--- config.mk ---
export PLATFORM = sky130hd
export DESIGN_NAME = tft_uart_report
export DESIGN_NICKNAME = d
export VERILOG_FILES = /design/src/rtl/tft_uart_report.sv
export SDC_FILE = /design/constraint.sdc
export NUM_CORES = 1
export LEC_CHECK = 0
export ABC_AREA = 1
export ABC_CLOCK_PERIOD_IN_PS = 3000
export CORE_MARGIN = 2
export CORE_UTILIZATION = 30
export CTS_BUF_LIST = sky130_fd_sc_hd__clkbuf_4 sky130_fd_sc_hd__clkbuf_8
export DETAILED_ROUTE_END_ITERATION = 8
export GPL_TIMING_DRIVEN = 1
export PLACE_DENSITY_LB_ADDON = 0.12
export SYNTH_ARGS = -nofsm -noshare
export SYNTH_HDL_FRONTEND = slang
export SYNTH_SLANG_ARGS = --single-unit
--- constraint.sdc ---
create_clock -name clk -period 3 [get_ports clk]
set_input_delay 0.6 -clock clk [delete_from_list [all_inputs] [get_ports clk]]
set_output_delay 0.6 -clock clk [all_outputs]
set_load 0.02 [all_outputs]
--- src/rtl/tft_uart_report.sv ---
// tft_uart_report: transmit-side frame formatter for the TFT UART protocol.
// Builds "TFT_R:o,dddd\r\n" status reports and "TFT_D:lllll\r\n" dumps
// (binary words followed by DONE/FAIL) and feeds them to a byte serializer
// over a valid/ready handshake. All outputs are registered: each output is
// loaded from a function of the next state, so the byte for the next
// position is already on tx_data in the cycle after a transfer.
module tft_uart_report #(
  parameter int unsigned TIMEOUT_W = 24
) (
  input  logic        clk,
  input  logic        nrst,
  input  logic        rpt_req,
  input  logic [3:0]  rpt_opcode,
  input  logic [15:0] rpt_data,
  input  logic        dump_req,
  input  logic [19:0] dump_len,
  input  logic [15:0] dump_word,
  input  logic        dump_word_valid,
  output logic        dump_word_ready,
  output logic [7:0]  tx_data,
  output logic        tx_valid,
  input  logic        tx_ready,
  output logic        busy,
  output logic        done,
  output logic        err
);

  typedef enum logic [3:0] {
    S_IDLE    = 4'd0,
    S_HDR     = 4'd1,
    S_R_OP    = 4'd2,
    S_R_COMMA = 4'd3,
    S_R_DATA  = 4'd4,
    S_D_LEN   = 4'd5,
    S_CRLF    = 4'd6,
    S_D_FETCH = 4'd7,
    S_D_HI    = 4'd8,
    S_D_LO    = 4'd9,
    S_TAIL    = 4'd10
  } state_t;

  // Uppercase ASCII hex digit for one nibble.
  function automatic logic [7:0] hex_char(input logic [3:0] n);
    logic [7:0] c;
    if (n < 4'd10) begin
      c = 8'h30 + {4'h0, n};
    end else begin
      c = 8'h37 + {4'h0, n};
    end
    return c;
  endfunction

  // Byte that belongs on the wire for a given frame position.
  function automatic logic [7:0] frame_byte(
    input state_t      st,
    input logic [2:0]  ix,
    input logic        dmp,
    input logic        fl,
    input logic [3:0]  op,
    input logic [15:0] dat,
    input logic [19:0] len,
    input logic [15:0] wd
  );
    logic [7:0] b;
    b = 8'h00;
    case (st)
      S_HDR: begin
        case (ix)
          3'd0:    b = 8'h54;                 // T
          3'd1:    b = 8'h46;                 // F
          3'd2:    b = 8'h54;                 // T
          3'd3:    b = 8'h5F;                 // _
          3'd4:    b = dmp ? 8'h44 : 8'h52;   // D or R
          3'd5:    b = 8'h3A;                 // :
          default: b = 8'h00;
        endcase
      end
      S_R_OP:    b = hex_char(op);
      S_R_COMMA: b = 8'h2C;
      S_R_DATA: begin
        case (ix)
          3'd0:    b = hex_char(dat[15:12]);
          3'd1:    b = hex_char(dat[11:8]);
          3'd2:    b = hex_char(dat[7:4]);
          3'd3:    b = hex_char(dat[3:0]);
          default: b = 8'h00;
        endcase
      end
      S_D_LEN: begin
        case (ix)
          3'd0:    b = hex_char(len[19:16]);
          3'd1:    b = hex_char(len[15:12]);
          3'd2:    b = hex_char(len[11:8]);
          3'd3:    b = hex_char(len[7:4]);
          3'd4:    b = hex_char(len[3:0]);
          default: b = 8'h00;
        endcase
      end
      S_CRLF: b = (ix == 3'd0) ? 8'h0D : 8'h0A;
      S_D_HI: b = wd[15:8];
      S_D_LO: b = wd[7:0];
      S_TAIL: begin
        case (ix)
          3'd0:    b = fl ? 8'h46 : 8'h44;    // F / D
          3'd1:    b = fl ? 8'h41 : 8'h4F;    // A / O
          3'd2:    b = fl ? 8'h49 : 8'h4E;    // I / N
          3'd3:    b = fl ? 8'h4C : 8'h45;    // L / E
          3'd4:    b = 8'h0D;
          3'd5:    b = 8'h0A;
          default: b = 8'h00;
        endcase
      end
      default: b = 8'h00;
    endcase
    return b;
  endfunction

  state_t                 state, state_n;
  logic [2:0]             idx, idx_n;
  logic [3:0]             op_q, op_n;
  logic [15:0]            data_q, data_n;
  logic [19:0]            len_q, len_n;
  logic [19:0]            remain, remain_n;
  logic [15:0]            word_q, word_n;
  logic                   is_dump, dump_n;
  logic                   fail, fail_n;
  logic [TIMEOUT_W-1:0]   timer, timer_n;
  logic [7:0]             tx_data_n;
  logic                   tx_valid_n;
  logic                   ready_n;
  logic                   busy_n;
  logic                   done_n;
  logic                   err_n;
  logic                   xfer;

  assign xfer = tx_valid & tx_ready;

  // Next-state, frame bookkeeping and next registered outputs.
  always_comb begin
    state_n  = state;
    idx_n    = idx;
    op_n     = op_q;
    data_n   = data_q;
    len_n    = len_q;
    remain_n = remain;
    word_n   = word_q;
    dump_n   = is_dump;
    fail_n   = fail;
    timer_n  = {TIMEOUT_W{1'b0}};
    done_n   = 1'b0;
    err_n    = 1'b0;

    case (state)
      S_IDLE: begin
        if (rpt_req) begin
          state_n = S_HDR;
          idx_n   = 3'd0;
          dump_n  = 1'b0;
          fail_n  = 1'b0;
          op_n    = rpt_opcode;
          data_n  = rpt_data;
        end else if (dump_req) begin
          state_n  = S_HDR;
          idx_n    = 3'd0;
          dump_n   = 1'b1;
          fail_n   = 1'b0;
          len_n    = dump_len;
          remain_n = dump_len;
        end else begin
          state_n = S_IDLE;
        end
      end
      S_HDR: begin
        if (xfer && (idx == 3'd5)) begin
          state_n = is_dump ? S_D_LEN : S_R_OP;
          idx_n   = 3'd0;
        end else if (xfer) begin
          idx_n = idx + 3'd1;
        end else begin
          idx_n = idx;
        end
      end
      S_R_OP: begin
        if (xfer) begin
          state_n = S_R_COMMA;
        end else begin
          state_n = S_R_OP;
        end
      end
      S_R_COMMA: begin
        if (xfer) begin
          state_n = S_R_DATA;
          idx_n   = 3'd0;
        end else begin
          state_n = S_R_COMMA;
        end
      end
      S_R_DATA: begin
        if (xfer && (idx == 3'd3)) begin
          state_n = S_CRLF;
          idx_n   = 3'd0;
        end else if (xfer) begin
          idx_n = idx + 3'd1;
        end else begin
          idx_n = idx;
        end
      end
      S_D_LEN: begin
        if (xfer && (idx == 3'd4)) begin
          state_n = S_CRLF;
          idx_n   = 3'd0;
        end else if (xfer) begin
          idx_n = idx + 3'd1;
        end else begin
          idx_n = idx;
        end
      end
      S_CRLF: begin
        if (xfer && (idx == 3'd1)) begin
          // Report frames end here; dumps move on to the payload.
          state_n = is_dump ? S_D_FETCH : S_IDLE;
          done_n  = ~is_dump;
          idx_n   = 3'd0;
        end else if (xfer) begin
          idx_n = idx + 3'd1;
        end else begin
          idx_n = idx;
        end
      end
      S_D_FETCH: begin
        // ready is high throughout this state, so valid alone means capture.
        if (dump_word_valid) begin
          word_n  = dump_word;
          state_n = S_D_HI;
        end else if (timer[TIMEOUT_W-1]) begin
          state_n = S_TAIL;
          fail_n  = 1'b1;
          idx_n   = 3'd0;
        end else begin
          timer_n = timer + {{(TIMEOUT_W-1){1'b0}}, 1'b1};
        end
      end
      S_D_HI: begin
        if (xfer) begin
          state_n = S_D_LO;
        end else begin
          state_n = S_D_HI;
        end
      end
      S_D_LO: begin
        // Exit test is on the count before decrement so it never wraps.
        if (xfer && (remain == 20'd0)) begin
          state_n = S_TAIL;
          fail_n  = 1'b0;
          idx_n   = 3'd0;
        end else if (xfer) begin
          remain_n = remain - 20'd1;
          state_n  = S_D_FETCH;
        end else begin
          state_n = S_D_LO;
        end
      end
      S_TAIL: begin
        if (xfer && (idx == 3'd5)) begin
          state_n = S_IDLE;
          done_n  = ~fail;
          err_n   = fail;
          idx_n   = 3'd0;
        end else if (xfer) begin
          idx_n = idx + 3'd1;
        end else begin
          idx_n = idx;
        end
      end
      default: begin
        state_n = S_IDLE;
        idx_n   = 3'd0;
      end
    endcase

    busy_n     = (state_n != S_IDLE);
    ready_n    = (state_n == S_D_FETCH);
    tx_valid_n = (state_n != S_IDLE) && (state_n != S_D_FETCH);
    if (tx_valid_n) begin
      tx_data_n = frame_byte(state_n, idx_n, dump_n, fail_n, op_n, data_n,
                             len_n, word_n);
    end else begin
      tx_data_n = 8'h00;
    end
  end

  // State, frame context and registered outputs; async clear truncates any frame.
  always_ff @(posedge clk or negedge nrst) begin
    if (!nrst) begin
      state           <= S_IDLE;
      idx             <= 3'd0;
      op_q            <= 4'h0;
      data_q          <= 16'h0000;
      len_q           <= 20'h00000;
      remain          <= 20'h00000;
      word_q          <= 16'h0000;
      is_dump         <= 1'b0;
      fail            <= 1'b0;
      timer           <= {TIMEOUT_W{1'b0}};
      tx_data         <= 8'h00;
      tx_valid        <= 1'b0;
      dump_word_ready <= 1'b0;
      busy            <= 1'b0;
      done            <= 1'b0;
      err             <= 1'b0;
    end else begin
      state           <= state_n;
      idx             <= idx_n;
      op_q            <= op_n;
      data_q          <= data_n;
      len_q           <= len_n;
      remain          <= remain_n;
      word_q          <= word_n;
      is_dump         <= dump_n;
      fail            <= fail_n;
      timer           <= timer_n;
      tx_data         <= tx_data_n;
      tx_valid        <= tx_valid_n;
      dump_word_ready <= ready_n;
      busy            <= busy_n;
      done            <= done_n;
      err             <= err_n;
    end
  end

endmodule

; Word level (Yosys, flattened, before mapping)
; Cells that the tools add are included.
; Widths: inputs -> output; s select.
[word_totals]
wordCells = 183
inputBits = 62
output_inout_bits = 13
regBits = 122
[op_classes]
bitwise = 3
n_lt_le_gt_ge = 10
n_addsub = 23
eq_ne = 34
mux = 82
n_reduce_logical = 15
[op_table]
columns = cell, count
row1 = $add 6x4->7 const A, 20
row2 = $mux 20, 7
row3 = $mux 24, 3
row4 = $pmux 8 s9, 1
row5 = $mux 7, 10
row6 = $mux 16, 4
row7 = $mux 4, 13
row8 = $mux 3, 16
row9 = $pmux 4 s11, 1
row10 = $pmux 7 s6, 1
row11 = $lt 4x4->1 const B, 10
row12 = $pmux 20 s2, 1
row13 = $pmux 8 s5, 1
row14 = $pmux 7 s5, 1
row15 = $eq 4x3->1 const B, 8
row16 = $pmux 8 s4, 1
row17 = $pmux 3 s9, 1
row18 = $add 24x1->24 const B, 1
row19 = $eq 4x4->1 const B, 6
row20 = $logic_not 20->1, 1
row21 = $sub 20x1->20 const B, 1
row22 = $eq 4x2->1 const B, 4
row23 = $mux 1, 16
row24 = $eq 3x3->1 const B, 4
row25 = 20 further kinds, 35

; Logic depth before layout (Yosys ltp)
; Gate-level depths: netlist (run 1).
[logic_depth]
depth_word = 9
depth_mapped = 20
ltp_nobuf = 19

; Worst setup path after synthesis (run 1)
; OpenSTA, ideal clock, no wires.
[synth_path]
kind = register to register
start = register state[1]
end = register tx_data[6]
required_time_ns = 2.874
path_slack_ns = 0.625
arrival_ns = 2.249
stages_incl_launch_ff = 19
n_path_buf = 1
setup_ns = 0.126
synth_period_minus_slack_ns = 2.375
cell_sequence = dfrtp_1 nor2_2 nand2_1 nor2_1 nand2_2 buf_6 inv_2 or2_2 o21ai_1 ha_1 inv_1 nor2_1 nor2_1 nand4_1 nand3_1 o21bai_1 nand3_1 nand2_1 nand2_1
[synth_between]
elab_chain_len = 8
word_cells_on_any_way = 91
classes_between = 20 x add/sub / 10 x order compare / 25 x eq/ne / 29 x mux / 7 x reduce/logical
[synth_rtl]
columns = element, line
row1 = from (decl), 118  ; state_t state, state_n;
row2 = from (signal assigned), 312  ; state <= state_n;
row3 = "$eq 4x4->1, or another cell as far along", 153  ; case (state)
row4 = $reduce_or 2->1 (no line), --
row5 = $pmux 3 s9, 153
row6 = $eq 3x2->1 / $logic_not 3->1 (equally long branches), --
row7 = $reduce_or 2->1 (no line), --
row8 = $pmux 7 s5, 68  ; case (ix)
row9 = $pmux 8 s9, 66  ; case (st)
row10 = $mux 8 *, 284  ; if (tx_valid_n) begin
row11 = net tx_data_n[6], 128  ; logic [7:0] tx_data_n;
row12 = to (signal assigned), 322  ; tx_data <= tx_data_n;
row13 = to (decl), 20  ; output logic [7:0] tx_data,
; Mark *: on every way through the listed nets, which the timed path passes. The rest lies on a longest branch.
; A chain may end at the register's enable or synchronous reset.

; Worst setup path after layout (run 1)
[layout_path]
start = register remain[0]
end = register tx_data[1]
[layout_between]
elab_chain_len = 9
word_cells_on_any_way = 37
classes_between = 15 x eq/ne / 16 x mux / 6 x reduce/logical
[layout_rtl]
columns = element, line
row1 = from (decl), 123  ; logic [19:0] remain, remain_n;
row2 = from (signal assigned), 317  ; remain <= remain_n;
row3 = $logic_not 20->1 *, 252  ; if (xfer && (remain == 20'd0)) begin
row4 = $logic_and 1x1->1 *, 252
row5 = $mux 3, 252
row6 = $pmux 3 s9, 153
row7 = $eq 3x2->1 / $logic_not 3->1 (equally long branches), --
row8 = $reduce_or 2->1 (no line), --
row9 = $pmux 7 s5, 68
row10 = $pmux 8 s9, 66
row11 = $mux 8 *, 284
row12 = net tx_data_n[1], 128
; Marked as above.

==> impl_metrics.py, run 1 <==
metrics = {
    "outcome": {
        "status": "finished clean",
    },
    "route": {
        "routedWlPerCell_um": 14.6,
        "wirelength_um": 22400,
        "dr_total_vias": 7118,
        "final_antenna_net_count": 0,
        "drc": 0,
        "vias_per_cell": 4.63,
        "first_pass_iters": 5,
        "drtIter0Drc": 445,
    },
    "sta": {
        "holdWs_ps": 94.1,
        "worst_pin_slew_ps": 488,
        "slew_headroom_pct": 67.5,
        "setup_ws_ps": 266,
        "skew_ps": 16.1,
        "finalHoldViolCount": 0,
        "setup_viol": 0,
        "min_period_ps": 2730,
        "clock.fmax_mhz": 366,
        "grt_setup_unrepaired": "no",
        "drv_slew": 0,
        "setup_tns_ps": 0,
        "fin_crit_sh_pct": 91.1,
    },
    "clock_network": {
        "cts_hold_buf": 0,
        "ctsResizeCount": 0,
        "htree_levels": 4,
        "clockBufferDepth": 2,
        "clkTransAtPathRegs_ps": 90,
        "cts_tree": "done",
        "cts_root_buffer": "clkbuf_8",
        "clock-sinks": 122,
        "clk-insertion-delay-late_ps": 460,
        "numCtsBuffers": 17,
        "postCtsSetupRepairBufs": 0,
    },
    "critical_path": {
        "critical_path.startpoint_type": "flop",
        "crit_fanout": 9,
        "cp_cell_sequence": "inv_1 -> ha_1 -> nand2_1 -> nor2_2 -> nand4_1 -> nand2_1 -> nand3_2 -> nand2_1 -> nand2_2 -> nor2_4 -> nand2_1 -> inv_2 -> nor2_1 -> nor2_1 -> nand2_1 -> a21oi_1 -> nand3_1",
        "crit_required_ps": 3320,
        "critical_path.max_stage_delay_ps": 380,
        "arrival_ps": 3050,
        "cp_common_cell": "nand2_1",
        "cp_slowest_cell": "dfrtp_1",
        "cp-end-kind": "flop",
        "path_class": "reg -> reg",
    },
    "logic_synthesis": {
        "ys_seq_area_share_pct": 40.5,
        "synth_top_area_share_pct": 40.5,
        "avgSynthCellArea_um2": 7.34,
        "synth-async-reset-ratio_pct": 100,
        "synth_area_leaders": "dfrtp_1 40%, nand2_1 12%, nor2_1 5.6%, inv_1 5.2%, nand3_1 4.8%",
        "ys_ff_latch": 122,
        "syn_nets": 1106,
        "yosysTopAreaCell": "dfrtp_1",
        "ys.flop_type": "dfrtp_1",
        "ys_warn_count": 0,
        "synth_enable_flop_cells": 0,
        "synth_cell_types": 45,
        "synthCells": 1027,
        "netlist_area_um2": 7540,
    },
    "grt": {
        "grt_max_degree": 51,
        "grt_first_pass_wirelength_um": 36500,
        "antenna_found_initial": 0,
        "gr-total-overflow": 0,
        "grt_usage_pct": 17.7,
        "grt_pass1_vias": 6898,
    },
    "final_layout": {
        "final_common_cell": "nand2_1",
        "diodes": 0,
        "finalInstanceArea_um2": 9770,
        "drive_above_1_share_pct": 18.8,
        "layout_common_cells": "238 x nand2_1, 122 x dfrtp_1, 111 x nor2_1, 105 x inv_1, 93 x buf_4",
        "fin_nets": 1274,
        "syn2layout_area_growth_pct": 29.6,
        "fin_cells": 1538,
        "fill_cells": 2595,
    },
    "die": {
        "core.rowCount": 58,
        "die_y_um": 163,
        "io-pin-count": 75,
        "start_util_pct": 30.3,
        "die_area_um2": 26400,
        "die_w_um": 163,
        "coreArea_um2": 24900,
    },
    "power_and_ir_drop": {
        "leakage_nw": 4.61,
        "ir_worst_vdd_uv": 373,
        "clockPowerShare_pct": 15.3,
        "switching_power_w": 0.00432,
        "power_density_nw_per_um2": 974,
        "combPwrFrac_pct": 58.9,
        "p_int_w": 0.00519,
        "pwr-share-seq_pct": 25.8,
        "switching_share_pct": 45.4,
    },
    "place": {
        "post-dp-hpwl_um": 17500,
        "dp_slack_ps": -164,
        "io_buffers": 74,
        "globalplace.congestion": 0.906,
        "placed_area_um2": 9390,
        "dp_cells": 1506,
    },
    "hold_path": {
        "worst_hold_path_type": "in -> async",
    },
    "run": {
        "drv_cap": 0,
    },
}
synth_stat cells (all sizes together), types with 4 or more instances:
cell type / number
clkbuf: 10
inv: 131
ha: 17
or2: 25
a31oi: 6
nor3: 25
nand4: 21
nand3: 75
o22ai: 7
nor2: 124
buf: 14
nand2: 246
dfrtp: 122
a21oi: 39
o21ai: 106
mux2: 13
xor2: 16
o21a: 4
o211ai: 6
power by group through the flow:
stage               Sequential (W)  Combinational (W)  Clock, W
floorplan                  0.00247            0.00343         0
detailed placement         0.00249            0.00559         0
global placement           0.00248            0.00561         0
global route               0.00252            0.00630   0.00158
finish                     0.00245            0.00561   0.00145
CTS                        0.00246            0.00562   0.00151
stage by stage:
step	total power (W)	util (%)
after floorplan	0.00590	-
after global placement	0.00809	37.7
after detailed placement	0.00808	37.7
after CTS	0.00959	39.3
after global routing	0.0104	39.3
final	0.00952	39.3
area by class of cell:
type | count | area [um^2] | area share (%)
Multi-Input combinational cell | 749 | 3870 | 39.6
Sequential cell | 122 | 3050 | 31.2
Timing Repair Buffer | 173 | 1570 | 16.1
Inverter | 132 | 495 | 5.07
Tap cell | 330 | 413 | 4.22
Clock buffer | 17 | 234 | 2.39
Clock inverter | 15 | 144 | 1.47
flip-flops by register name (all words and copies together), names as in the netlist:
signal,count
data_q,16
err,1
remain,20
fail,1
is_dump,1
idx,3
timer,24
dump_word_ready,1
state,4
tx_valid,1
op_q,4
tx_data,8
busy,1
word_q,16
done,1
len_q,20
logic make-up after synthesis:
group / synth area share, %
compound gates: 13.8
xor+xnor: 1.97
fa+ha+maj: 2.82
buf+inv: 8.31
flops: 40.5
mux: 2.07
simple gates: 30.5
per-layer routing:
metal	up-vias	wire (um)	GRT usage [%]	part of all wire (%)
met2	136	10300	28.8	46
met1	3275	11000	24.6	49
met5	-	0	0	0
li1	3693	-	-	-
met3	14	912	3.51	4.1
met4	0	190	3.34	0.85
critical path: cells and delay by family (launching register included):
family                   cells  cell delay (ps)
buffers and inverters        2              250
flip-flops                   1              380
adder cells (fa/ha/maj)      1              200
AND/OR/NAND/NOR             13             1560
AO/OA/AOI/OAI                1              190
worst paths after layout:
kind,from,endpoint,slack [ps],depth (start not counted)
min reg2reg,timer[0]$_DFF_PN0_,timer[0]$_DFF_PN0_,460,1
max,remain[0]$_DFFE_PN0P_,tx_data[1]$_DFF_PN0_,270,17
max reg2reg,remain[0]$_DFFE_PN0P_,tx_data[1]$_DFF_PN0_,270,17
min in group clk,timer[0]$_DFF_PN0_,timer[0]$_DFF_PN0_,460,1
min,nrst,remain[13]$_DFFE_PN0P_,90,1
max in group asynchronous,nrst,tx_data[1]$_DFF_PN0_,2210,2
No activity file was read; power rests on OpenSTA's default activity.
==> inputs of run 2 (changes only) <==
--- a/config.mk
+++ b/config.mk
@@ -6,10 +6,12 @@
 export NUM_CORES = 1
 export LEC_CHECK = 0
 export ABC_AREA = 1
-export ABC_CLOCK_PERIOD_IN_PS = 3000
+export ABC_CLOCK_PERIOD_IN_PS = 3400
 export CORE_MARGIN = 2
 export CORE_UTILIZATION = 30
 export CTS_BUF_LIST = sky130_fd_sc_hd__clkbuf_4 sky130_fd_sc_hd__clkbuf_8
+export CTS_CLUSTER_DIAMETER = 30
+export CTS_CLUSTER_SIZE = 20
 export DETAILED_ROUTE_END_ITERATION = 8
 export GPL_TIMING_DRIVEN = 1
 export PLACE_DENSITY_LB_ADDON = 0.12
==> constraint.sdc (replaced) <==
create_clock -name clk -period 3.4 [get_ports clk]
set_input_delay 0.68 -clock clk [delete_from_list [all_inputs] [get_ports clk]]
set_output_delay 0.68 -clock clk [all_outputs]
set_load 0.02 [all_outputs]
==> run 2 against run 1 <==
Compared with the run above:
- final cell count down 4.7%
- register-to-register slack improved by 130 ps
- routed wire length is 2.7% lower
- final area decreased by 5.4%
- combinational power decreased by 25%
- non-clock buffer count decreased by 72
- setup slack improved by 130 ps
- count of clock-buffer cells in the layout rose by 2
- critical path depth stayed put
- first-iteration DRC count shrank 10%
- highest routed layer unchanged
==> impl_metrics.py, run 2 (synthesis gave the netlist of run 1 again) <==
metrics = {
    "run": {
        "drv_cap": 0,
    },
    "sta": {
        "slew_headroom_pct": 56.4,
        "grt_setup_unrepaired": "no",
        "min_period_ps": 3000,
        "clock.fmax_mhz": 333,
        "worst_pin_slew_ps": 655,
        "setup_tns_ps": 0,
        "finalHoldViolCount": 0,
        "drv_slew": 0,
        "setup_viol": 0,
        "skew_ps": 15.1,
        "holdWs_ps": 242,
        "fin_crit_sh_pct": 88.4,
    },
    "place": {
        "io_buffers": 74,
        "dp_cells": 1434,
        "globalplace.congestion": 0.907,
        "post-dp-hpwl_um": 16900,
    },
    "clock_network": {
        "cts_root_buffer": "clkbuf_8",
        "numCtsBuffers": 17,
        "htree_levels": 4,
        "clkTransAtPathRegs_ps": 90,
        "postCtsSetupRepairBufs": 0,
        "clockBufferDepth": 2,
        "clk-insertion-delay-late_ps": 450,
        "cts_tree": "done",
        "cts_hold_buf": 0,
        "clock-sinks": 122,
        "ctsResizeCount": 0,
    },
    "grt": {
        "grt_max_degree": 54,
        "gr-total-overflow": 0,
        "antenna_found_initial": 0,
        "grt_pass1_vias": 6632,
        "grt_usage_pct": 17.1,
        "grt_first_pass_wirelength_um": 35200,
    },
    "route": {
        "vias_per_cell": 4.75,
        "dr_total_vias": 6957,
        "wirelength_um": 21800,
        "drtIter0Drc": 399,
        "first_pass_iters": 5,
        "routedWlPerCell_um": 14.9,
        "final_antenna_net_count": 0,
        "drc": 0,
    },
    "critical_path": {
        "cp_slowest_cell": "dfrtp_1",
        "cp-end-kind": "flop",
        "rr_startpoint": "remain[0]$_DFFE_PN0P_",
        "crit_required_ps": 3720,
        "critical_path.startpoint_type": "flop",
        "arrival_ps": 3330,
        "r2r_end": "tx_data[1]$_DFF_PN0_",
        "crit_fanout": 11,
        "critPathBufInv": 2,
        "critical_path.max_stage_delay_ps": 380,
        "cp_common_cell": "nand2_1",
        "reg2reg_slack_ps": 400,
        "path_class": "reg -> reg",
        "ff2ff_path_depth": 17,
        "crit_family": "simple AND/OR/NAND/NOR gates",
        "cp_cell_sequence": "inv_1 -> ha_1 -> nand2_1 -> nor2_1 -> nand4_1 -> nand2_1 -> nand3_2 -> nand2_1 -> nand2_2 -> nor2_4 -> nand2_1 -> inv_2 -> nor2_1 -> nor2_1 -> nand2_1 -> a21oi_1 -> nand3_1",
    },
    "final_layout": {
        "syn2layout_area_growth_pct": 22.6,
        "top_regs": "timer x24, len_q x20, remain x20",
        "fill_cells": 2618,
        "largest_reg_flops": 24,
        "layout_common_cells": "238 x nand2_1, 122 x dfrtp_1, 112 x nor2_1, 105 x inv_1, 73 x clkdlybuf4s50_1",
        "final_common_cell": "nand2_1",
        "fin_nets": 1202,
        "regArea_um2": 3050,
        "largest-register": "timer",
        "finish.utilization_pct": 37.1,
        "multiInputGateArea_um2": 3860,
        "drive_above_1_share_pct": 13.6,
        "diodes": 0,
        "fin_cells": 1466,
    },
    "die": {
        "core.rowCount": 58,
        "die_area_um2": 26400,
        "die_w_um": 163,
        "coreArea_um2": 24900,
        "die_y_um": 163,
        "io-pin-count": 75,
        "start_util_pct": 30.3,
    },
    "outcome": {
        "status": "finished clean",
    },
    "power_and_ir_drop": {
        "leakage_nw": 4.28,
        "power_density_nw_per_um2": 856,
        "ir_worst_vdd_uv": 286,
        "totalPowerFinal_w": 0.00792,
    },
    "hold_path": {
        "worst_hold_path_type": "in -> async",
    },
}
[run 2: cell types whose count changed in the layout (fill, tap and decap cells not counted), moves of 2 or more]
| cell | before | now |
|---|---|---|
| buf_4 | 93 | 26 |
| buf_12 | 7 | 2 |
| bufinv_16 | 1 | 4 |
| clkbuf_8 | 17 | 19 |
| clkinv_4 | 5 | 3 |
| inv_6 | 4 | 2 |
[run 2: layer usage]
layer,vias to the layer above,global-route usage (%),routed length [um]
li1,3557,-,-
met1,3228,23.8,10500
met2,152,27.3,10000
met3,20,3.00,995
met4,0,5.03,338
met5,-,0,0
[run 2: layout make-up]
| class | instances | share of cell area, % |
|---|---|---|
| timing repair buffer | 101 | 10.4 |
| clock inverter | 13 | 2.07 |
| clock buffer | 19 | 2.83 |
| sequential | 122 | 33.0 |
| inverter | 132 | 5.36 |
| tap | 330 | 4.47 |
| multi-input combinational | 749 | 41.8 |
[run 2: worst max path at each step]
stage	from	end	slack (ps)	cells past startpoint
floorplan	dump_req	tx_data[6]$_DFF_PN0_	970	17
CTS	remain[0]$_DFFE_PN0P_	tx_data[1]$_DFF_PN0_	370	17
global route	remain[0]$_DFFE_PN0P_	tx_data[1]$_DFF_PN0_	60	17
detailed placement	tx_ready	tx_data[1]$_DFF_PN0_	130	16
finish	remain[0]$_DFFE_PN0P_	tx_data[1]$_DFF_PN0_	400	17
global placement	tx_ready	tx_data[1]$_DFF_PN0_	100	16
[run 2: where the power goes]
part / internal, W / leakage, nW / switching [W]
sequential: 0.00194 / 1.53 / 0.000225
clock: 0.000845 / 0.219 / 0.000674
combinational: 0.00148 / 2.54 / 0.00276
[run 2: per-stage QoR]
| step | setup slack (ps) | area [um^2] |
|---|---|---|
| floorplan | 973 | 7540 |
| global placement | 96.4 | 8790 |
| detailed placement | 130 | 8790 |
| CTS | 373 | 9240 |
| global route | 63.8 | 9240 |
| finish | 395 | 9240 |
